<file path="config.mk">
export PLATFORM = sky130hd
export DESIGN_NAME = audio_mem_arbiter_flat
export DESIGN_NICKNAME = d
export VERILOG_FILES = /design/src/rtl/audio_mem_arbiter_if.sv /design/src/rtl/audio_mem_arbiter.sv /design/src/flat_wrapper.sv
export SDC_FILE = /design/constraint.sdc
export NUM_CORES = 1
export LEC_CHECK = 0
export ABC_AREA = 1
export CAP_MARGIN = 5
export CORE_ASPECT_RATIO = 0.8
export CORE_MARGIN = 3
export CORE_UTILIZATION = 45
export DETAILED_ROUTE_END_ITERATION = 7
export PLACE_DENSITY = 0.83
export SLEW_MARGIN = 20
export SYNTH_ARGS = -nofsm -noshare
export SYNTH_HDL_FRONTEND = slang
export SYNTH_SLANG_ARGS = --single-unit
export TNS_END_PERCENT = 1
</file>
<file path="constraint.sdc">
create_clock -name clk -period 9.4 [get_ports clk]
set_input_delay 0.94 -clock clk [delete_from_list [all_inputs] [get_ports clk]]
set_output_delay 0.94 -clock clk [all_outputs]
set_load 0.005 [all_outputs]
</file>
<file path="src/rtl/audio_mem_arbiter_if.sv">
// Bundle of the arbiter's request/ack and memory-port signals.
//   slave  : arbiter view (requests, busy flags and read data in; acks, strobes and addresses out)
//   master : environment view (requesters, memories, video busy sources)
// Signal groups:
//   vram_busy_i / tile_busy_i   video owns the memory this cycle
//   aud_*                       audio DMA fetch port (read only)
//   host_*                      host register/CPU port (read/write)
//   vram_* / tile_*             memory ports, read data valid one cycle after sel
interface audio_mem_arbiter_if #(
  parameter int unsigned ADDR_W = 16,
  parameter int unsigned DATA_W = 16
);
  logic              vram_busy_i;
  logic              tile_busy_i;

  logic              aud_req_i;
  logic              aud_tile_i;
  logic [ADDR_W-1:0] aud_addr_i;
  logic              aud_ack_o;
  logic [DATA_W-1:0] aud_word_o;

  logic              host_req_i;
  logic              host_tile_i;
  logic              host_wr_i;
  logic [ADDR_W-1:0] host_addr_i;
  logic [DATA_W-1:0] host_data_i;
  logic              host_ack_o;
  logic [DATA_W-1:0] host_data_o;

  logic              vram_sel_o;
  logic              vram_wr_o;
  logic [ADDR_W-1:0] vram_addr_o;
  logic [DATA_W-1:0] vram_data_o;
  logic [DATA_W-1:0] vram_data_i;

  logic              tile_sel_o;
  logic              tile_wr_o;
  logic [ADDR_W-1:0] tile_addr_o;
  logic [DATA_W-1:0] tile_data_o;
  logic [DATA_W-1:0] tile_data_i;

  modport slave (
    input  vram_busy_i, tile_busy_i,
    input  aud_req_i, aud_tile_i, aud_addr_i,
    output aud_ack_o, aud_word_o,
    input  host_req_i, host_tile_i, host_wr_i, host_addr_i, host_data_i,
    output host_ack_o, host_data_o,
    output vram_sel_o, vram_wr_o, vram_addr_o, vram_data_o,
    input  vram_data_i,
    output tile_sel_o, tile_wr_o, tile_addr_o, tile_data_o,
    input  tile_data_i
  );

  modport master (
    output vram_busy_i, tile_busy_i,
    output aud_req_i, aud_tile_i, aud_addr_i,
    input  aud_ack_o, aud_word_o,
    output host_req_i, host_tile_i, host_wr_i, host_addr_i, host_data_i,
    input  host_ack_o, host_data_o,
    input  vram_sel_o, vram_wr_o, vram_addr_o, vram_data_o,
    output vram_data_i,
    input  tile_sel_o, tile_wr_o, tile_addr_o, tile_data_o,
    output tile_data_i
  );
endinterface

</file>
<file path="src/rtl/audio_mem_arbiter.sv">
// Shares the VRAM and TILE memory ports between the audio DMA fetch port and the host port.
// Video has absolute priority through the per-memory busy flags; host beats audio unless
// audio has waited STARVE_LIM idle cycles, after which only audio may be granted.
// One transfer in flight: IDLE (grant, drive memory) -> XFER (capture read data) -> ACK.
// Ports:
//   clk      system clock
//   reset_i  asynchronous active-high reset; abandons any transfer without an ack
//   bus      audio_mem_arbiter_if.slave (requests, acks, memory ports)
module audio_mem_arbiter #(
  parameter int unsigned ADDR_W     = 16,
  parameter int unsigned DATA_W     = 16,
  parameter int unsigned STARVE_LIM = 8
) (
  input logic                clk,
  input logic                reset_i,
  audio_mem_arbiter_if.slave bus
);

  // Keep the counter at least one bit wide so STARVE_LIM = 0 still elaborates.
  localparam int unsigned     CntW   = (STARVE_LIM > 0) ? $clog2(STARVE_LIM + 1) : 1;
  localparam logic [CntW-1:0] CntMax = CntW'(STARVE_LIM);

  typedef enum logic [1:0] {StIdle, StXfer, StAck} state_e;

  state_e            state_q, state_d;
  logic [CntW-1:0]   wait_cnt_q, wait_cnt_d;
  logic              win_host_q, win_host_d;
  logic              tgt_tile_q, tgt_tile_d;
  logic              wr_q, wr_d;
  logic [DATA_W-1:0] aud_word_q, aud_word_d;
  logic [DATA_W-1:0] host_data_q, host_data_d;
  logic [ADDR_W-1:0] vram_addr_q, tile_addr_q;
  logic [DATA_W-1:0] vram_data_q, tile_data_q;

  logic              a_ok, h_ok, starved;
  logic              gnt_aud, gnt_host, gnt_any, gnt_tile, gnt_wr;
  logic [ADDR_W-1:0] gnt_addr;
  logic              vram_sel, tile_sel;
  logic [ADDR_W-1:0] vram_addr, tile_addr;
  logic [DATA_W-1:0] vram_data, tile_data;
  logic [DATA_W-1:0] rd_word;

  // Grant decision, only meaningful in IDLE. Gated by reset so the memory strobes
  // drop the moment reset is asserted, even with a request still pending.
  always_comb begin
    a_ok     = bus.aud_req_i && !(bus.aud_tile_i ? bus.tile_busy_i : bus.vram_busy_i);
    h_ok     = bus.host_req_i && !(bus.host_tile_i ? bus.tile_busy_i : bus.vram_busy_i);
    starved  = (wait_cnt_q == CntMax) && bus.aud_req_i;
    gnt_aud  = 1'b0;
    gnt_host = 1'b0;
    if (state_q == StIdle && !reset_i) begin
      if (starved) begin
        gnt_aud = a_ok;
      end else if (h_ok) begin
        gnt_host = 1'b1;
      end else begin
        gnt_aud = a_ok;
      end
    end
    gnt_any  = gnt_aud || gnt_host;
    gnt_tile = gnt_aud ? bus.aud_tile_i : bus.host_tile_i;
    gnt_wr   = gnt_host && bus.host_wr_i;
    gnt_addr = gnt_aud ? bus.aud_addr_i : bus.host_addr_i;
  end

  // Memory ports: strobes only in the grant cycle; address/data hold their last value otherwise.
  always_comb begin
    vram_sel  = gnt_any && !gnt_tile;
    tile_sel  = gnt_any && gnt_tile;
    vram_addr = vram_sel ? gnt_addr : vram_addr_q;
    tile_addr = tile_sel ? gnt_addr : tile_addr_q;
    vram_data = (vram_sel && gnt_wr) ? bus.host_data_i : vram_data_q;
    tile_data = (tile_sel && gnt_wr) ? bus.host_data_i : tile_data_q;
  end

  assign bus.vram_sel_o  = vram_sel;
  assign bus.vram_wr_o   = vram_sel && gnt_wr;
  assign bus.vram_addr_o = vram_addr;
  assign bus.vram_data_o = vram_data;
  assign bus.tile_sel_o  = tile_sel;
  assign bus.tile_wr_o   = tile_sel && gnt_wr;
  assign bus.tile_addr_o = tile_addr;
  assign bus.tile_data_o = tile_data;

  assign bus.aud_ack_o   = (state_q == StAck) && !win_host_q;
  assign bus.host_ack_o  = (state_q == StAck) && win_host_q;
  assign bus.aud_word_o  = aud_word_q;
  assign bus.host_data_o = host_data_q;

  always_comb begin
    state_d     = state_q;
    win_host_d  = win_host_q;
    tgt_tile_d  = tgt_tile_q;
    wr_d        = wr_q;
    aud_word_d  = aud_word_q;
    host_data_d = host_data_q;
    wait_cnt_d  = wait_cnt_q;
    rd_word     = tgt_tile_q ? bus.tile_data_i : bus.vram_data_i;

    case (state_q)
      StIdle: begin
        if (gnt_any) begin
          state_d    = StXfer;
          win_host_d = gnt_host;
          tgt_tile_d = gnt_tile;
          wr_d       = gnt_wr;
        end
      end
      StXfer: begin
        if (!wr_q) begin
          if (win_host_q) begin
            host_data_d = rd_word;
          end else begin
            aud_word_d = rd_word;
          end
        end
        state_d = StAck;
      end
      StAck:   state_d = StIdle;
      default: state_d = StIdle;
    endcase

    // Audio wait counter: counts only idle cycles spent losing, holds during a transfer.
    if (!bus.aud_req_i || gnt_aud) begin
      wait_cnt_d = '0;
    end else if (state_q == StIdle && wait_cnt_q != CntMax) begin
      wait_cnt_d = wait_cnt_q + CntW'(1);
    end
  end

  always_ff @(posedge clk or posedge reset_i) begin
    if (reset_i) begin
      state_q     <= StIdle;
      wait_cnt_q  <= '0;
      win_host_q  <= 1'b0;
      tgt_tile_q  <= 1'b0;
      wr_q        <= 1'b0;
      aud_word_q  <= '0;
      host_data_q <= '0;
      vram_addr_q <= '0;
      tile_addr_q <= '0;
      vram_data_q <= '0;
      tile_data_q <= '0;
    end else begin
      state_q     <= state_d;
      wait_cnt_q  <= wait_cnt_d;
      win_host_q  <= win_host_d;
      tgt_tile_q  <= tgt_tile_d;
      wr_q        <= wr_d;
      aud_word_q  <= aud_word_d;
      host_data_q <= host_data_d;
      vram_addr_q <= vram_addr;
      tile_addr_q <= tile_addr;
      vram_data_q <= vram_data;
      tile_data_q <= tile_data;
    end
  end

endmodule

</file>
<file path="src/flat_wrapper.sv">
// flat-port wrapper written by rule: the top's interface ports become plain ports
module audio_mem_arbiter_flat 
#(
  parameter int unsigned ADDR_W     = 16,
  parameter int unsigned DATA_W     = 16,
  parameter int unsigned STARVE_LIM = 8
)
  (clk, reset_i, bus_vram_busy_i, bus_tile_busy_i, bus_aud_req_i, bus_aud_tile_i, bus_aud_addr_i, bus_aud_ack_o, bus_aud_word_o, bus_host_req_i, bus_host_tile_i, bus_host_wr_i, bus_host_addr_i, bus_host_data_i, bus_host_ack_o, bus_host_data_o, bus_vram_sel_o, bus_vram_wr_o, bus_vram_addr_o, bus_vram_data_o, bus_vram_data_i, bus_tile_sel_o, bus_tile_wr_o, bus_tile_addr_o, bus_tile_data_o, bus_tile_data_i);
  audio_mem_arbiter_if #(.ADDR_W(ADDR_W), .DATA_W(DATA_W)) bus_i ();
  input logic clk;
  input logic reset_i;
  input wire logic [$bits(bus_i.vram_busy_i)-1:0] bus_vram_busy_i;
  input wire logic [$bits(bus_i.tile_busy_i)-1:0] bus_tile_busy_i;
  input wire logic [$bits(bus_i.aud_req_i)-1:0] bus_aud_req_i;
  input wire logic [$bits(bus_i.aud_tile_i)-1:0] bus_aud_tile_i;
  input wire logic [$bits(bus_i.aud_addr_i)-1:0] bus_aud_addr_i;
  output wire logic [$bits(bus_i.aud_ack_o)-1:0] bus_aud_ack_o;
  output wire logic [$bits(bus_i.aud_word_o)-1:0] bus_aud_word_o;
  input wire logic [$bits(bus_i.host_req_i)-1:0] bus_host_req_i;
  input wire logic [$bits(bus_i.host_tile_i)-1:0] bus_host_tile_i;
  input wire logic [$bits(bus_i.host_wr_i)-1:0] bus_host_wr_i;
  input wire logic [$bits(bus_i.host_addr_i)-1:0] bus_host_addr_i;
  input wire logic [$bits(bus_i.host_data_i)-1:0] bus_host_data_i;
  output wire logic [$bits(bus_i.host_ack_o)-1:0] bus_host_ack_o;
  output wire logic [$bits(bus_i.host_data_o)-1:0] bus_host_data_o;
  output wire logic [$bits(bus_i.vram_sel_o)-1:0] bus_vram_sel_o;
  output wire logic [$bits(bus_i.vram_wr_o)-1:0] bus_vram_wr_o;
  output wire logic [$bits(bus_i.vram_addr_o)-1:0] bus_vram_addr_o;
  output wire logic [$bits(bus_i.vram_data_o)-1:0] bus_vram_data_o;
  input wire logic [$bits(bus_i.vram_data_i)-1:0] bus_vram_data_i;
  output wire logic [$bits(bus_i.tile_sel_o)-1:0] bus_tile_sel_o;
  output wire logic [$bits(bus_i.tile_wr_o)-1:0] bus_tile_wr_o;
  output wire logic [$bits(bus_i.tile_addr_o)-1:0] bus_tile_addr_o;
  output wire logic [$bits(bus_i.tile_data_o)-1:0] bus_tile_data_o;
  input wire logic [$bits(bus_i.tile_data_i)-1:0] bus_tile_data_i;
  assign bus_i.vram_busy_i = bus_vram_busy_i;
  assign bus_i.tile_busy_i = bus_tile_busy_i;
  assign bus_i.aud_req_i = bus_aud_req_i;
  assign bus_i.aud_tile_i = bus_aud_tile_i;
  assign bus_i.aud_addr_i = bus_aud_addr_i;
  assign bus_aud_ack_o = bus_i.aud_ack_o;
  assign bus_aud_word_o = bus_i.aud_word_o;
  assign bus_i.host_req_i = bus_host_req_i;
  assign bus_i.host_tile_i = bus_host_tile_i;
  assign bus_i.host_wr_i = bus_host_wr_i;
  assign bus_i.host_addr_i = bus_host_addr_i;
  assign bus_i.host_data_i = bus_host_data_i;
  assign bus_host_ack_o = bus_i.host_ack_o;
  assign bus_host_data_o = bus_i.host_data_o;
  assign bus_vram_sel_o = bus_i.vram_sel_o;
  assign bus_vram_wr_o = bus_i.vram_wr_o;
  assign bus_vram_addr_o = bus_i.vram_addr_o;
  assign bus_vram_data_o = bus_i.vram_data_o;
  assign bus_i.vram_data_i = bus_vram_data_i;
  assign bus_tile_sel_o = bus_i.tile_sel_o;
  assign bus_tile_wr_o = bus_i.tile_wr_o;
  assign bus_tile_addr_o = bus_i.tile_addr_o;
  assign bus_tile_data_o = bus_i.tile_data_o;
  assign bus_i.tile_data_i = bus_tile_data_i;
  audio_mem_arbiter #(.ADDR_W(ADDR_W), .DATA_W(DATA_W), .STARVE_LIM(STARVE_LIM)) u_core (.clk(clk), .reset_i(reset_i), .bus(bus_i));
endmodule
</file>
==> reports/metrics.csv, run 1 <==
stage,metric,value,unit
yosys,commonest cells in the netlist,"205 x nand2_1, 105 x dfrtp_1, 82 x nand3_1",
global_routing,grt total ovfl,0,
routing,drt initial violations,354,
yosys,Main synth FF type,dfrtp_1,
setup_path,cells on worst reg2reg path,8,
clocking,clk buf depth,2,
place,pre-CTS WS,3.99,ns
power,Max VDD drop,0.000165,V
setup_path,worst endpoint required time,8.46,ns
worst_hold_path,Hold/Removal Path Class,flop to flop,
global_routing,number of global-route vias before repair,4617,
place,IO Port Bufs,190,
clocking,post-CTS setup buffers,0,
clocking,CTS H-tree lvls,3,
place,Post-Place Cells,843,
cells_and_area,area of the multi-input gates,1790,um2
sta,Slew @ Worst Pin,0.743,ns
clocking,Skew-Pair Late Insertion Delay,0.34,ns
clocking,CTS tree,done,
yosys,Mapped Cells,545,
yosys,synthesized area per cell,8.57,um2
routing,Routed WL per cell,16.4,um
setup_path,crit path DAT,4.44,ns
floorplanning,Die ar.,11600,um2
floorplanning,IO Pins,191,
power,static power due to leakage,3.22,nW
cells_and_area,Fillers,777,
run,Max-Cap Viols,0,
clocking,clk root buf,clkbuf_16,
setup_path,Worst setup EP type,primary output,
sta,setup TNS,0,ns
cells_and_area,Final Cell Area,6890,um2
cells_and_area,layout cell share with drive strength beyond 1,4.84,%
yosys,"EDFF count, synth",0,
floorplanning,Die Y,97.1,um
routing,routed via count,4484,
floorplanning,# rows,32,
place,Area after DPL,6570,um2
yosys,Netlist Area Pre-Place,4670,um2
routing,Routed Wire Length,14100,um
global_routing,pin count of the biggest net entering global routing,57,
worst_hold_path,hold path cells,2,
clocking,Clock Sinks,105,
yosys,top-count cell post-synth,nand2_1,
sta,setup ws final,4.02,ns
global_routing,antenna violations before repair,0,
setup_path,CP max FO,51,
sta,Max Freq,186,MHz
sta,"Slew Viols, Final",0,
clocking,Clock transition at path regs,0.07,ns
place,DP Wirelength,10300,um
floorplanning,Core Area,9890,um2
status,status,"complete, no violations",
yosys,synth warn,0,
sta,final hold vios,0,
floorplanning,Starting Density,47.2,%
cells_and_area,P&R area growth vs syn,47.4,%
yosys,leading area contributor after synthesis,dfrtp_1,
floorplanning,Die Wd,120,um
yosys,sequential area share after synthesis,56.3,%
sta,fin crit period,5.38,ns
clocking,Resized cells post-CTS,0,
global_routing,Total GRT Usage,24.4,%
yosys,Synth top area share,56.3,%
place,final RePlAce weighted congestion,0.867,
yosys,syn_nets,636,
cells_and_area,nets,809,
sta,setup violators final,0,
global_routing,first-pass GRT wire length,22800,um
cells_and_area,final cell count without fillers,859,
routing,DRT Pass-1 Iters,5,
sta,clk_skew,0.00809,ns
clocking,Inserted Clock Buffers,9,
sta,Final period util,57.3,%
setup_path,crit path launch type,input pin,
yosys,number of synthesized register bits,105,
yosys,Synth async-reset ratio,100,%
yosys,Yosys cell types,24,
yosys,Area contributors post-synth,"dfrtp_1 56%, nand2_1 16%, nand3_1 8.8%",
setup_path,Setup CP Type,input pin to primary output,
routing,via density per instance,5.22,
cells_and_area,sequential standard cell area,2630,um2
power,Cell Pwr Density,254,nW/um2
sta,worst relative slew slack,50.4,%
sta,RSZ-0062 raised after global routing,no,
routing,Routed Antenna Nets,0,
clocking,cts hold-fix bufs,0,
cells_and_area,n_diodes,0,
routing,Residual DRC,0,
## logic make-up after synthesis
| group | Yosys count | share of synthesized area (%) |
|---|---|---|
| buf+inv | 50 | 5.79 |
| xor+xnor | 1 | 0.188 |
| flops | 105 | 56.3 |
| fa+ha+maj | 2 | 0.536 |
| simple gates | 349 | 32.3 |
| compound gates | 38 | 4.96 |
## report_power, final
group | internal (mW) | switching, mW | leakage [nW]
registers | 0.613 | 0.0804 | 1.28
clock network | 0.212 | 0.178 | 0.154
logic | 0.384 | 0.284 | 1.79
total | 1.21 | 0.542 | 3.22
## flip-flops by register name (all words and copies together) (netlist names)
register / flops
u_core.bus.aud_word_o: 16
u_core.bus.host_data_o: 16
u_core.state_q: 2
u_core.tgt_tile_q: 1
u_core.tile_addr_q: 16
u_core.tile_data_q: 16
u_core.vram_addr_q: 16
u_core.vram_data_q: 16
u_core.wait_cnt_q: 4
u_core.win_host_q: 1
u_core.wr_q: 1
## through the flow
step | hold slack (ns) | utilization (%) | total power [mW]
finish | 0.474 | 69.6 | 1.75
global route | 0.495 | 69.6 | 1.86
CTS | 0.478 | 69.5 | 1.77
detailed placement | 0.458 | 66.4 | 1.37
global placement | 0.452 | 66.4 | 1.35
floorplan | 0.458 | - | 0.937
## layout make-up
cell class	instances	area share, %
Sequential cell	105	38.2
Timing Repair Buffer	191	27.7
Multi-Input combinational cell	390	26.0
Clock buffer	9	3.27
Tap cell	136	2.47
Clock inverter	7	1.22
Inverter	21	1.18
## worst paths after layout
check | start | end | slack [ns]
max in group asynchronous | reset_i | u_core.vram_addr_q[7] | 7.15
worst min register to register | u_core.tile_addr_q[4] | u_core.tile_addr_q[4] | 0.47
worst max register to register | u_core.state_q[0] | u_core.tile_addr_q[15] | 6.74
worst max-delay path | reset_i | bus_tile_addr_o[15] | 4.02
min in group asynchronous | reset_i | u_core.bus.aud_word_o[1] | 1.09
worst min-delay path | u_core.tile_addr_q[4] | u_core.tile_addr_q[4] | 0.47
## cell usage in the layout (no fill, tap or decap)
master | synthesis | final
buf_4 | 4 | 1
nand2_1 | 205 | 205
bufinv_16 | 0 | 1
nand2_2 | 5 | 5
nor2_1 | 40 | 38
o21ai_0 | 3 | 3
inv_4 | 0 | 1
clkbuf_16 | 0 | 9
nor2_2 | 1 | 1
nand3_1 | 82 | 82
nand2_4 | 1 | 1
inv_6 | 0 | 2
dfrtp_1 | 105 | 105
inv_1 | 20 | 19
nor3_1 | 4 | 4
a21oi_1 | 2 | 2
nand3_2 | 5 | 5
clkinv_2 | 0 | 1
clkdlybuf4s50_1 | 0 | 190
nor2_4 | 2 | 4
a31oi_1 | 32 | 32
o22ai_1 | 1 | 1
nand3_4 | 1 | 1
clkinv_1 | 1 | 1
ha_1 | 2 | 2
nand4_1 | 3 | 3
inv_8 | 0 | 2
xor2_1 | 1 | 1
clkinv_4 | 0 | 1
## critical path, cell delays in order
cell and delay (ns):
clkdlybuf4s50_1 0.48, inv_4 0.48, nand3_1 0.22, nor2_4 0.48
inv_1 0.11, nand2_2 0.51, nand3_2 0.47, nand2_1 0.19
nand2_1 0.09, clkdlybuf4s50_1 0.45
## per-layer routing
layer | part of all wire (%) | wire, um | vias up | global-route usage, %
li1 | - | - | 2132 | -
met1 | 40 | 5580 | 2104 | 30.8
met2 | 48 | 6770 | 226 | 38.9
met3 | 11 | 1510 | 22 | 9.78
met4 | 1.8 | 260 | 0 | 7.48
met5 | 0 | 0 | - | 0
Power figures use the tool's default switching activity.
==> run 2: changes to the inputs <==
- CORE_UTILIZATION: 45 -> 43
- PLACE_DENSITY: 0.83 -> 0.8
- clock period: 9.4 -> 5.1 ns (I/O delays scaled with it)
==> reports/metrics.csv, run 2 (synthesis gave the netlist of run 1 again) <==
stage,metric,value,unit
floorplanning,# rows,33,
floorplanning,Die Y,99.2,um
clocking,Inserted Clock Buffers,9,
floorplanning,Die Wd,123,um
setup_path,worst endpoint required time,4.59,ns
routing,Routed Wire Length,14200,um
global_routing,Total GRT Usage,23.5,%
global_routing,grt total ovfl,0,
setup_path,Worst path top cell family by delay,simple AND/OR/NAND/NOR gates,
cells_and_area,Fillers,834,
cells_and_area,sequential standard cell area,2630,um2
clocking,CTS H-tree lvls,3,
clocking,Clock Sinks,105,
cells_and_area,"commonest non-fill, non-tap cell in the layout",nand2_1,
routing,drt initial violations,339,
floorplanning,Core Area,10400,um2
sta,Slew @ Worst Pin,0.877,ns
setup_path,WP buf/inv,4,
routing,DRT Pass-1 Iters,4,
place,pre-CTS WS,1.01,ns
clocking,CTS tree,done,
sta,Final period util,80.3,%
sta,setup violators final,0,
sta,fin crit period,4.09,ns
sta,setup TNS,0,ns
power,static power due to leakage,3.24,nW
setup_path,crit path DAT,3.58,ns
routing,max layer used,met4,
place,DP Wirelength,10100,um
sta,clk_skew,0.00610,ns
cells_and_area,P&R area growth vs syn,48.3,%
setup_path,CP max FO,37,
floorplanning,Die ar.,12200,um2
sta,RSZ-0062 raised after global routing,no,
worst_hold_path,Hold/Removal Path Class,flop to flop,
routing,routed wl met2,6600,um
place,Area after DPL,6590,um2
setup_path,crit-path most repeated cell,nand2_1,
cells_and_area,Final Cell Area,6930,um2
sta,setup ws final,1.01,ns
clocking,Resized cells post-CTS,0,
cells_and_area,area of the multi-input gates,1790,um2
setup_path,CP max stage cell,clkdlybuf4s50_1,
clocking,Clock transition at path regs,0.07,ns
routing,via density per instance,5.22,
clocking,clk buf depth,2,
setup_path,crit path launch type,input pin,
place,final RePlAce weighted congestion,0.862,
sta,Max Freq,244,MHz
clocking,cts hold-fix bufs,0,
cells_and_area,most frequent cells in the layout,"205 x nand2_1, 190 x clkdlybuf4s50_1, 105 x dfrtp_1",
status,status,"complete, no violations",
floorplanning,Starting Density,44.9,%
run,Max-Cap Viols,0,
cells_and_area,nets,811,
global_routing,pin count of the biggest net entering global routing,71,
sta,worst relative slew slack,41.5,%
setup_path,Worst setup EP type,primary output,
routing,DR WL met3,1550,um
routing,Residual DRC,0,
global_routing,antenna violations before repair,0,
setup_path,CP peak stage delay,0.55,ns
routing,M1 WL,5720,um
routing,Routed Antenna Nets,0,
routing,routed via count,4518,
power,Max VDD drop,0.000279,V
power,Cell Pwr Density,470,nW/um2
clocking,Skew-Pair Late Insertion Delay,0.34,ns
sta,"Slew Viols, Final",0,
clocking,clk root buf,clkbuf_16,
global_routing,number of global-route vias before repair,4526,
setup_path,cells along the critical path,clkdlybuf4s50_1 > inv_1 > nand2_1 > nand2_1 > nor2_4 > inv_1 > nand2_2 > nand3_2 > nand2_1 > nand2_1 > clkdlybuf4s50_1,
sta,final hold vios,0,
floorplanning,IO Pins,191,
place,IO Port Bufs,190,
global_routing,first-pass GRT wire length,22600,um
routing,Routed WL per cell,16.4,um
setup_path,Setup CP Type,input pin to primary output,
clocking,post-CTS setup buffers,0,
cells_and_area,n_diodes,0,
cells_and_area,layout cell share with drive strength beyond 1,5.10,%
[run 2: cell count changes in the layout (fill, tap and decap cells not counted), sizes merged]
cell,previous run,this run
bufinv,1,2
inv,24,21
buf,1,3
clkinvlp,0,1
clkbuf,9,10
[run 2: final cells by class]
class / instances / share of cell area (%)
inverters: 21 / 1.17
clock inverters: 6 / 1.30
flip-flops and latches: 105 / 37.9
well taps: 140 / 2.53
multi-input cells: 390 / 25.8
repair buffers: 193 / 27.8
clock buffers: 10 / 3.45
[run 2: tightest hold or removal path, cell delays in order (launching register included)]
cell and delay, ns:
dfrtp_1 0.32, nand2_1 0.05, nand2_1 0.06
[run 2: routing by layer]
metal / up-vias / GRT usage [%]
li1: 2136 / -
met1: 2128 / 29.5
met2: 229 / 37.2
met3: 25 / 8.98
met4: 0 / 8.69
met5: - / 0
[run 2: path summary, 6_finish.rpt]
check / from / to / slack, ns / cells past startpoint
setup reg to reg: u_core.state_q[0] / u_core.tile_addr_q[3] / 2.44 / 8
hold reg to reg: u_core.tile_data_q[2] / u_core.tile_data_q[2] / 0.47 / 2
hold / removal: u_core.tile_data_q[2] / u_core.tile_data_q[2] / 0.47 / 2
min in group asynchronous: reset_i / u_core.wait_cnt_q[3] / 0.66 / 3
setup / recovery: bus_aud_tile_i / bus_tile_addr_o[5] / 1.01 / 11
max in group asynchronous: reset_i / u_core.bus.host_data_o[14] / 3.20 / 4
[run 2: report_power, final]
group / internal, mW / switching (mW)
clock: 0.445 / 0.304
combinational: 0.709 / 0.526
sequential: 1.13 / 0.142
total: 2.28 / 0.972
[run 2: metrics by stage]
step	std cells	power, mW	util [%]	hold slack [ns]
after detailed placement	849	2.52	63.3	0.455
final	865	3.26	66.6	0.473
after global placement	849	2.48	63.3	0.451
after floorplan	545	1.73	-	0.458
after global routing	865	3.46	66.6	0.489
after CTS	865	3.28	66.5	0.473
==> run 3: changes to the inputs <==
- CORE_UTILIZATION: 43 -> 39
- PLACE_DENSITY: 0.8 -> 0.77
- clock period: 5.1 -> 3.6 ns (I/O delays scaled with it)
==> reports/metrics.csv, run 3 (synthesis gave the netlist of run 1 again) <==
stage,metric,value,unit
run,Max-Cap Viols,0,
sta,Final period util,91.5,%
floorplanning,# rows,35,
global_routing,M2 GR Usage,33.6,%
clocking,Clock transition at path regs,0.06,ns
sta,setup ws final,0.305,ns
global_routing,met3 Use GR,5.29,%
routing,DRT Pass-1 Iters,6,
clocking,Clock Sinks,105,
worst_hold_path,Hold/Removal Path Class,flop to flop,
power,Cell Pwr Density,651,nW/um2
clocking,clk buf depth,2,
global_routing,Total GRT Usage,20.9,%
worst_hold_path,hold path cells,2,
setup_path,Crit. Startpoint,bus_aud_tile_i,
clocking,post-CTS setup buffers,0,
power,Max VDD drop,0.000294,V
global_routing,grt total ovfl,0,
routing,drt initial violations,356,
place,pre-CTS WS,0.288,ns
floorplanning,IO Pins,191,
cells_and_area,most frequent cells in the layout,"205 x nand2_1, 190 x clkdlybuf4s50_1, 105 x dfrtp_1",
clocking,Skew-Pair Late Insertion Delay,0.33,ns
setup_path,Setup CP Type,input pin to primary output,
routing,Routed Wire Length,13900,um
sta,Hold Slack,0.471,ns
global_routing,number of global-route vias before repair,4489,
sta,Slew @ Worst Pin,0.919,ns
floorplanning,Die ar.,13300,um2
sta,RSZ-0062 raised after global routing,no,
global_routing,met1 Track Usage GR,28.3,%
sta,setup TNS,0,ns
sta,final hold vios,0,
setup_path,worst endpoint required time,3.24,ns
sta,fin crit period,3.30,ns
sta,worst relative slew slack,38.7,%
setup_path,crit path launch type,input pin,
global_routing,layer with the highest usage,met2,
cells_and_area,Final Cell Area,6930,um2
place,final RePlAce weighted congestion,0.866,
cells_and_area,"commonest non-fill, non-tap cell in the layout",nand2_1,
cells_and_area,Fillers,993,
clocking,Inserted Clock Buffers,9,
worst_hold_path,Hold Path Origin,u_core.vram_data_q[2],
setup_path,cells on worst reg2reg path,9,
routing,Routed Antenna Nets,0,
setup_path,crit path DAT,2.94,ns
cells_and_area,P&R area growth vs syn,48.4,%
clocking,CTS tree,done,
routing,via density per instance,5.14,
clocking,CTS H-tree lvls,3,
cells_and_area,nets,816,
cells_and_area,layout cell share with drive strength beyond 1,5.49,%
routing,Residual DRC,0,
setup_path,CP max FO,19,
setup_path,Worst setup EP type,primary output,
place,IO Port Bufs,190,
place,Area after DPL,6640,um2
floorplanning,Die Wd,128,um
place,DP Wirelength,10100,um
routing,routed via count,4508,
global_routing,antenna violations before repair,0,
cells_and_area,n_diodes,0,
sta,setup violators final,0,
status,status,"complete, no violations",
sta,Max Freq,303,MHz
floorplanning,Starting Density,40.2,%
global_routing,first-pass GRT wire length,22500,um
global_routing,pin count of the biggest net entering global routing,76,
clocking,clk root buf,clkbuf_16,
floorplanning,Die Y,104,um
clocking,cts hold-fix bufs,0,
floorplanning,Core Area,11600,um2
routing,Routed WL per cell,15.9,um
setup_path,worst r2r src,u_core.wait_cnt_q[0],
sta,clk_skew,0.00790,ns
power,static power due to leakage,3.24,nW
sta,"Slew Viols, Final",0,
clocking,Resized cells post-CTS,0,
-- run 3: critical path, stage by stage --
cell and delay [ns]:
clkdlybuf4s50_1 0.51, inv_1 0.10, nand2_1 0.06, nand2_1 0.08
nor2_4 0.24, nand2_4 0.20, nand2_1 0.23, nand3_2 0.36
nand2_1 0.19, nand2_1 0.09, clkdlybuf4s50_1 0.50
-- run 3: through the flow --
stage                     total power [mW]  instances  util (%)
after floorplan                       2.45        545         -
after global placement                3.53        862      57.2
after detailed placement              3.57        862      57.2
after CTS                             4.54        877      59.6
after global routing                  4.78        877      59.7
final                                 4.51        877      59.7
-- run 3: per-layer routing --
layer	wire (um)	share of wire, %
met4	161	1.2
met2	6610	47
met5	0	0
met3	1290	9.3
met1	5880	42
-- run 3: report_power, final --
part	switching [mW]	leakage [nW]	internal, mW
clock	0.422	0.139	0.536
sequential	0.198	1.28	1.60
combinational	0.746	1.82	1.01
-- run 3: area by class of cell --
type	instances	area, um2	area share [%]
Clock buffer	10	229	3.30
Clock inverter	5	56.3	0.812
Inverter	21	82.6	1.19
Multi-Input combinational cell	390	1790	25.8
Sequential cell	105	2630	37.9
Tap cell	148	185	2.67
Timing Repair Buffer	198	1960	28.3
-- run 3: worst paths after layout --
| check | slack (ns) | end |
|---|---|---|
| max | 0.30 | bus_vram_data_o[5] |
| min | 0.47 | u_core.vram_data_q[2] |
| max reg2reg | 1.41 | u_core.vram_data_q[5] |
| min reg2reg | 0.47 | u_core.vram_data_q[2] |
| max in group asynchronous | 1.83 | u_core.bus.aud_word_o[3] |
| min in group asynchronous | 0.52 | u_core.vram_addr_q[6] |
==> RTL change 1, RTL diff (settings of run 3) <==
The 3 states of `state_e` get a one-hot encoding in 3 bits.
--- a/src/rtl/audio_mem_arbiter.sv
+++ b/src/rtl/audio_mem_arbiter.sv
@@ -20,7 +20,7 @@
   localparam int unsigned     CntW   = (STARVE_LIM > 0) ? $clog2(STARVE_LIM + 1) : 1;
   localparam logic [CntW-1:0] CntMax = CntW'(STARVE_LIM);
 
-  typedef enum logic [1:0] {StIdle, StXfer, StAck} state_e;
+  typedef enum logic [2:0] {StIdle = 3'b001, StXfer = 3'b010, StAck = 3'b100} state_e;
 
   state_e            state_q, state_d;
   logic [CntW-1:0]   wait_cnt_q, wait_cnt_d;
Check against the original RTL: same outputs for any inputs over 10 cycles, from zero or initial values and one cycle with reset_i high; not proved beyond that.
==> RTL change 1 against run 3 <==
  * Synthesized area grew 5.1%
  * Maximum frequency shrank 3.7%
  * Largest cell class unchanged
  * Synthesized cell count grew 11%
  * Power grew 6.5%
  * Worst setup slack lost 0.13 ns
  * Combinational power grew 11%
  * Non-clock buffer count grew 5
  * Largest power group is now combinational cells
  * Final area grew 4.5%
  * Sequential cell count grew 1
  * Routed wire length grew 8.4%
==> RTL change 1: results (changes against run 3) <==
| Metric | Value |
|---|---|
| Reg-to-Reg End | `u_core.tile_addr_q[14]$_DFF_PP0_ (was u_core.vram_data_q[5]$_DFF_PP0_)` |
| TritonCTS Buffers | `9 (unchanged)` |
| Placed Instance Area | `0.00693 sq mm (was 0.00664 sq mm)` |
| Largest net degree at the start of global routing | `67 (was 76)` |
| Min-Delay Endpoint | `u_core.vram_data_q[13]$_DFF_PP0_ (was u_core.vram_data_q[2]$_DFF_PP0_)` |
| GPL Wtd Cong | `0.866 (about the same)` |
| Net Count, Synth | `694 (was 636)` |
| CP peak stage delay | `0.57 ns (was 0.51 ns)` |
| DRT Pass-1 Iters | `5 (was 6)` |
| Total global-route track usage | `21.6% (was 20.9%)` |
| Drt initial violations | `318 (was 356)` |
| Worst r2r src | `u_core.state_q[0]$_DFFE_PP1P_ (was u_core.wait_cnt_q[0]$_DFFE_PP0P_)` |
| Slew headroom | `35.8% (was 38.7%)` |
| Share of cells above drive strength 1 | `6.08% (was 5.49%)` |
| Peak supply drop | `250 uV (was 294 uV)` |
| Detailed Route WL | `15100 um (was 13900 um)` |
| Critical Path AT | `3.06 ns (was 2.94 ns)` |
| Status | `complete, no violations (unchanged)` |
| Static Leak | `0.00344 uW (was 0.00324 uW)` |
| Global-route wire length before repair | `24700 um (was 22500 um)` |
| Top cells by count, synth | `288 x nand2_1, 105 x dfrtp_1, 85 x nand3_1, 34 x o21ai_0, 18 x inv_1 (was 205 x nand2_1, 105 x dfrtp_1, 82 x nand3_1, 40 x nor2_1, 32 x a31oi_1)` |
| Nets | `875 (was 816)` |
| Hold path start | `u_core.vram_data_q[13]$_DFF_PP0_ (was u_core.vram_data_q[2]$_DFF_PP0_)` |
| Max FO, Critical Path | `18 (was 19)` |
| Area contributors post-synth | `dfrtp_1 54%, nand2_1 22%, nand3_1 8.7%, o21ai_0 3.5%, nand3_4 1.4% (was dfrtp_1 56%, nand2_1 16%, nand3_1 8.8%, a31oi_1 4.3%, nor2_1 3.2%)` |
| Worst Skew | `0.00681 ns (was 0.00790 ns)` |
| Sw frac | `31.3% (was 30.3%)` |
| Post-DP HPWL | `11000 um (was 10100 um)` |
-- RTL change 1: area by class of cell --
cell class,instances,area (sq um)
Timing Repair Buffer,203,2010
Clock inverter,4,56.3
Clock buffer,12,256
Tap cell,171,214
Fill cell,1107,5010
Inverter,21,82.6
Sequential cell,106,2650
Multi-Input combinational cell,443,1970
-- RTL change 1: through the flow --
stage | setup WS, ns | cells | hold WS, ns
6_report | 0.177 | 960 | 0.473
5_1_grt | -0.0354 | 960 | 0.497
4_1_cts | 0.134 | 960 | 0.476
3_5_place_dp | 0.147 | 944 | 0.460
3_3_place_gp | 0.304 | 944 | 0.452
2_1_floorplan | 0.246 | 603 | 0.457
-- RTL change 1: how the worst max path moves through the flow --
stage	from	endpoint	slack (ns)	cells after the start
floorplan	reset_i	bus_tile_addr_o[10]	0.25	9
global placement	bus_aud_tile_i	bus_tile_data_o[4]	0.30	11
detailed placement	bus_aud_tile_i	bus_tile_addr_o[14]	0.15	11
CTS	bus_aud_tile_i	bus_tile_addr_o[14]	0.13	11
global route	u_core.state_q[0]$_DFFE_PP1P_	bus_tile_addr_o[9]	-0.04	10
finish	bus_aud_tile_i	bus_tile_addr_o[14]	0.18	11
-- RTL change 1: cell families after synthesis --
group	share of synthesized area, %
simple gates	35.6
flops	54.0
buf+inv	5.89
compound gates	3.80
fa+ha+maj	0.509
xor+xnor	0.178
-- RTL change 1: routing by layer --
metal | track usage [%] | up-vias | wire (um)
met5 | 0 | - | 0
li1 | - | 2278 | -
met1 | 28.2 | 2296 | 6360
met4 | 6.00 | 0 | 212
met2 | 36.4 | 184 | 7540
met3 | 4.97 | 17 | 995
-- RTL change 1: power groups by stage --
stage                     clock (uW)  combinational, uW  sequential (uW)
after global routing            1110               2130             1880
after floorplan                    0                726             1830
after global placement             0               1910             1830
after detailed placement           0               1970             1850
after CTS                       1050               1980             1830
final                           1020               1950             1830
-- RTL change 1: critical path: cells and delay by family --
| family | cells | cell delay [ns] |
|---|---|---|
| simple gates | 8 | 1.59 |
| buf+inv | 3 | 1.10 |
==> RTL change 2, RTL diff (config.mk and constraints of run 3) <==
Made on the original files. `STARVE_LIM` is set to 8 in 2 places; all go to 4.
--- a/src/rtl/audio_mem_arbiter.sv
+++ b/src/rtl/audio_mem_arbiter.sv
@@ -9,7 +9,7 @@
 module audio_mem_arbiter #(
   parameter int unsigned ADDR_W     = 16,
   parameter int unsigned DATA_W     = 16,
-  parameter int unsigned STARVE_LIM = 8
+  parameter int unsigned STARVE_LIM = 4
 ) (
   input logic                clk,
   input logic                reset_i,
--- a/src/flat_wrapper.sv
+++ b/src/flat_wrapper.sv
@@ -3,7 +3,7 @@
 #(
   parameter int unsigned ADDR_W     = 16,
   parameter int unsigned DATA_W     = 16,
-  parameter int unsigned STARVE_LIM = 8
+  parameter int unsigned STARVE_LIM = 4
 )
   (clk, reset_i, bus_vram_busy_i, bus_tile_busy_i, bus_aud_req_i, bus_aud_tile_i, bus_aud_addr_i, bus_aud_ack_o, bus_aud_word_o, bus_host_req_i, bus_host_tile_i, bus_host_wr_i, bus_host_addr_i, bus_host_data_i, bus_host_ack_o, bus_host_data_o, bus_vram_sel_o, bus_vram_wr_o, bus_vram_addr_o, bus_vram_data_o, bus_vram_data_i, bus_tile_sel_o, bus_tile_wr_o, bus_tile_addr_o, bus_tile_data_o, bus_tile_data_i);
   audio_mem_arbiter_if #(.ADDR_W(ADDR_W), .DATA_W(DATA_W)) bus_i ();
Function: changed (a bounded check fails within 10 cycles, from zero or initial values and one cycle with reset_i high).
==> RTL change 2 against run 3 <==
  * Routed wire length about the same
  * Synthesized area up 0.75%
  * Final area up 0.72%
  * Worst setup slack worse by 0.016 ns
  * Sequential cell count down 1
  * Global-route usage up 0.050 points
  * Maximum frequency down 0.47%
  * Power up 2.3%
  * Largest cell class unchanged
==> RTL change 2: results (changes against run 3) <==
| Metric | Value |
|---|---|
| Placed Instance Area | `0.00664 sq mm (about the same)` |
| Slew headroom | `43.2% (was 38.7%)` |
| Vias in the first global route | `4605 (was 4489)` |
| Yosys Warn Count | `0 (unchanged)` |
| Share of cells above drive strength 1 | `6.12% (was 5.49%)` |
| Layout Cells excl Fill | `867 (was 877)` |
| Post-DP HPWL | `10000 um (was 10100 um)` |
| Via count | `4474 (was 4508)` |
| Static Leak | `0.00323 uW (was 0.00324 uW)` |
| Critical Path AT | `2.95 ns (was 2.94 ns)` |
| Detailed Route WL | `13900 um (about the same)` |
| Setup Buffers After CTS | `0 (unchanged)` |
| Synth async-reset ratio | `100% (unchanged)` |
| R2R cell count | `11 (was 9)` |
| Sink Count | `104 (was 105)` |
| Top cells by count, synth | `203 x nand2_1, 104 x dfrtp_1, 84 x nand3_1, 38 x nor2_1, 32 x a31oi_1 (was 205 x nand2_1, 105 x dfrtp_1, 82 x nand3_1, 40 x nor2_1, 32 x a31oi_1)` |
| CTS max path bufs | `2 (unchanged)` |
| Max FO, Critical Path | `32 (was 19)` |
| HP Class | `reg -> reg (unchanged)` |
| F_max | `302 MHz (was 303 MHz)` |
| CP Capture Point | `bus_tile_addr_o[5] (was bus_vram_data_o[5])` |
| Depth of the CTS H-tree | `3 (unchanged)` |
| R2R Setup Slk | `around 1.4 ns` |
| Crit path kind | `reg -> out (was in -> out)` |
| Inst Count DP | `851 (was 862)` |
| Total global-route track usage | `20.9% (about the same)` |
| Peak supply drop | `334 uV (was 294 uV)` |
| Internal power | `3220 uW (was 3150 uW)` |
| Register area share after synthesis | `55.3% (was 56.3%)` |
| Post-Place Worst Slack | `0.297 ns (was 0.288 ns)` |
| Worst Skew | `0.00538 ns (was 0.00790 ns)` |
| Area contributors post-synth | `dfrtp_1 55%, nand2_1 16%, nand3_1 8.9%, a31oi_1 4.3%, nor2_1 3.0% (was dfrtp_1 56%, nand2_1 16%, nand3_1 8.8%, a31oi_1 4.3%, nor2_1 3.2%)` |
| Input/output buffers | `190 (unchanged)` |
| GPL Wtd Cong | `0.903 (was 0.866)` |
| Reg-to-Reg End | `u_core.tile_data_q[6]$_DFF_PP0_ (was u_core.vram_data_q[5]$_DFF_PP0_)` |
| Latest clock arrival within the worst-skew pair | `0.34 ns` |
| Status | `complete, no violations (unchanged)` |
| Global-route wire length before repair | `22600 um (was 22500 um)` |
| Top-area cell type share of the netlist area | `55.3% (was 56.3%)` |
| Nets | `805 (was 816)` |
| DRT Pass-1 Iters | `7 (was 6)` |
| Drt initial violations | `337 (was 356)` |
| # diodes | `0 (unchanged)` |
| Largest net degree at the start of global routing | `69 (was 76)` |
| Clock-pin slew on the worst setup and hold paths | `0.07 ns` |
| TritonCTS Buffers | `9 (unchanged)` |
| Net Count, Synth | `628 (was 636)` |
| Initial antenna violation count | `0 (unchanged)` |
| Syn Inst Count | `537 (was 545)` |
[RTL change 2: cell types whose count changed after synthesis, moves of 2 or more]
cell      before  now
nand2_1      205  203
nand2_4        1    3
nand3_4        1    7
inv_1         20   12
clkbuf_1       6    3
nand3_2        5    1
nand3_1       82   84
nor2_1        40   38
buf_2         12   14
buf_4          4    1
nand4_1        3    0
inv_2          0    3
buf_6          7   11
[RTL change 2: power by group through the flow]
stage | sequential, uW | clock [uW] | combinational [uW]
after floorplan | 1770 | 0 | 687
after global placement | 1790 | 0 | 1740
after detailed placement | 1820 | 0 | 1790
after CTS | 1800 | 1060 | 1800
after global routing | 1840 | 1110 | 1950
final | 1800 | 1040 | 1780
[RTL change 2: cells by family after synthesis]
| kind of cell | Yosys count | synth area share [%] |
|---|---|---|
| AND/OR/NAND/NOR | 346 | 33.0 |
| flip-flops | 104 | 55.3 |
| buffers and inverters | 46 | 5.88 |
| AO/OA/AOI/OAI | 37 | 4.87 |
| XOR/XNOR | 2 | 0.372 |
| adder cells (fa/ha/maj) | 2 | 0.532 |
[RTL change 2: worst max-delay path: stages, from the launching register on]
cell and delay (ns):
dfrtp_1 0.38, inv_1 0.06, ha_1 0.21, nand3_1 0.18, nand3_4 0.27, nand2_4 0.30, nand2_2 0.20, nand2_8 0.23
nand3_1 0.14, nand2_1 0.11, clkdlybuf4s50_1 0.51
[RTL change 2: area by class of cell]
cell class | instances | area (sq um)
Fill cell | 959 | 4670
Timing Repair Buffer | 195 | 1950
Tap cell | 148 | 185
Clock buffer | 11 | 233
Sequential cell | 104 | 2600
Clock inverter | 5 | 81.3
Inverter | 17 | 67.6
Multi-Input combinational cell | 387 | 1860
[RTL change 2: how the worst min path moves through the flow]
stage	cells past startpoint	from	slack [ns]	to
floorplan	2	u_core.tile_data_q[0]$_DFF_PP0_	0.46	u_core.tile_data_q[0]$_DFF_PP0_
global placement	2	u_core.tile_data_q[4]$_DFF_PP0_	0.45	u_core.tile_data_q[4]$_DFF_PP0_
detailed placement	2	u_core.tile_data_q[7]$_DFF_PP0_	0.46	u_core.tile_data_q[7]$_DFF_PP0_
CTS	2	u_core.tile_data_q[7]$_DFF_PP0_	0.47	u_core.tile_data_q[7]$_DFF_PP0_
global route	2	u_core.vram_data_q[9]$_DFF_PP0_	0.49	u_core.vram_data_q[9]$_DFF_PP0_
finish	2	u_core.tile_data_q[4]$_DFF_PP0_	0.47	u_core.tile_data_q[4]$_DFF_PP0_
[RTL change 2: routing by layer]
layer,GRT usage (%),up-vias,part of all wire (%)
li1,-,2109,-
met1,26.6,2123,40
met2,33.9,216,48
met3,6.42,26,9.2
met4,7.05,0,2.4
met5,0,-,0
[RTL change 2: repair_timing]
action,CTS,global route
setup endpoints to repair,0,3
gates resized for setup,0,2
hold buffers,0,0
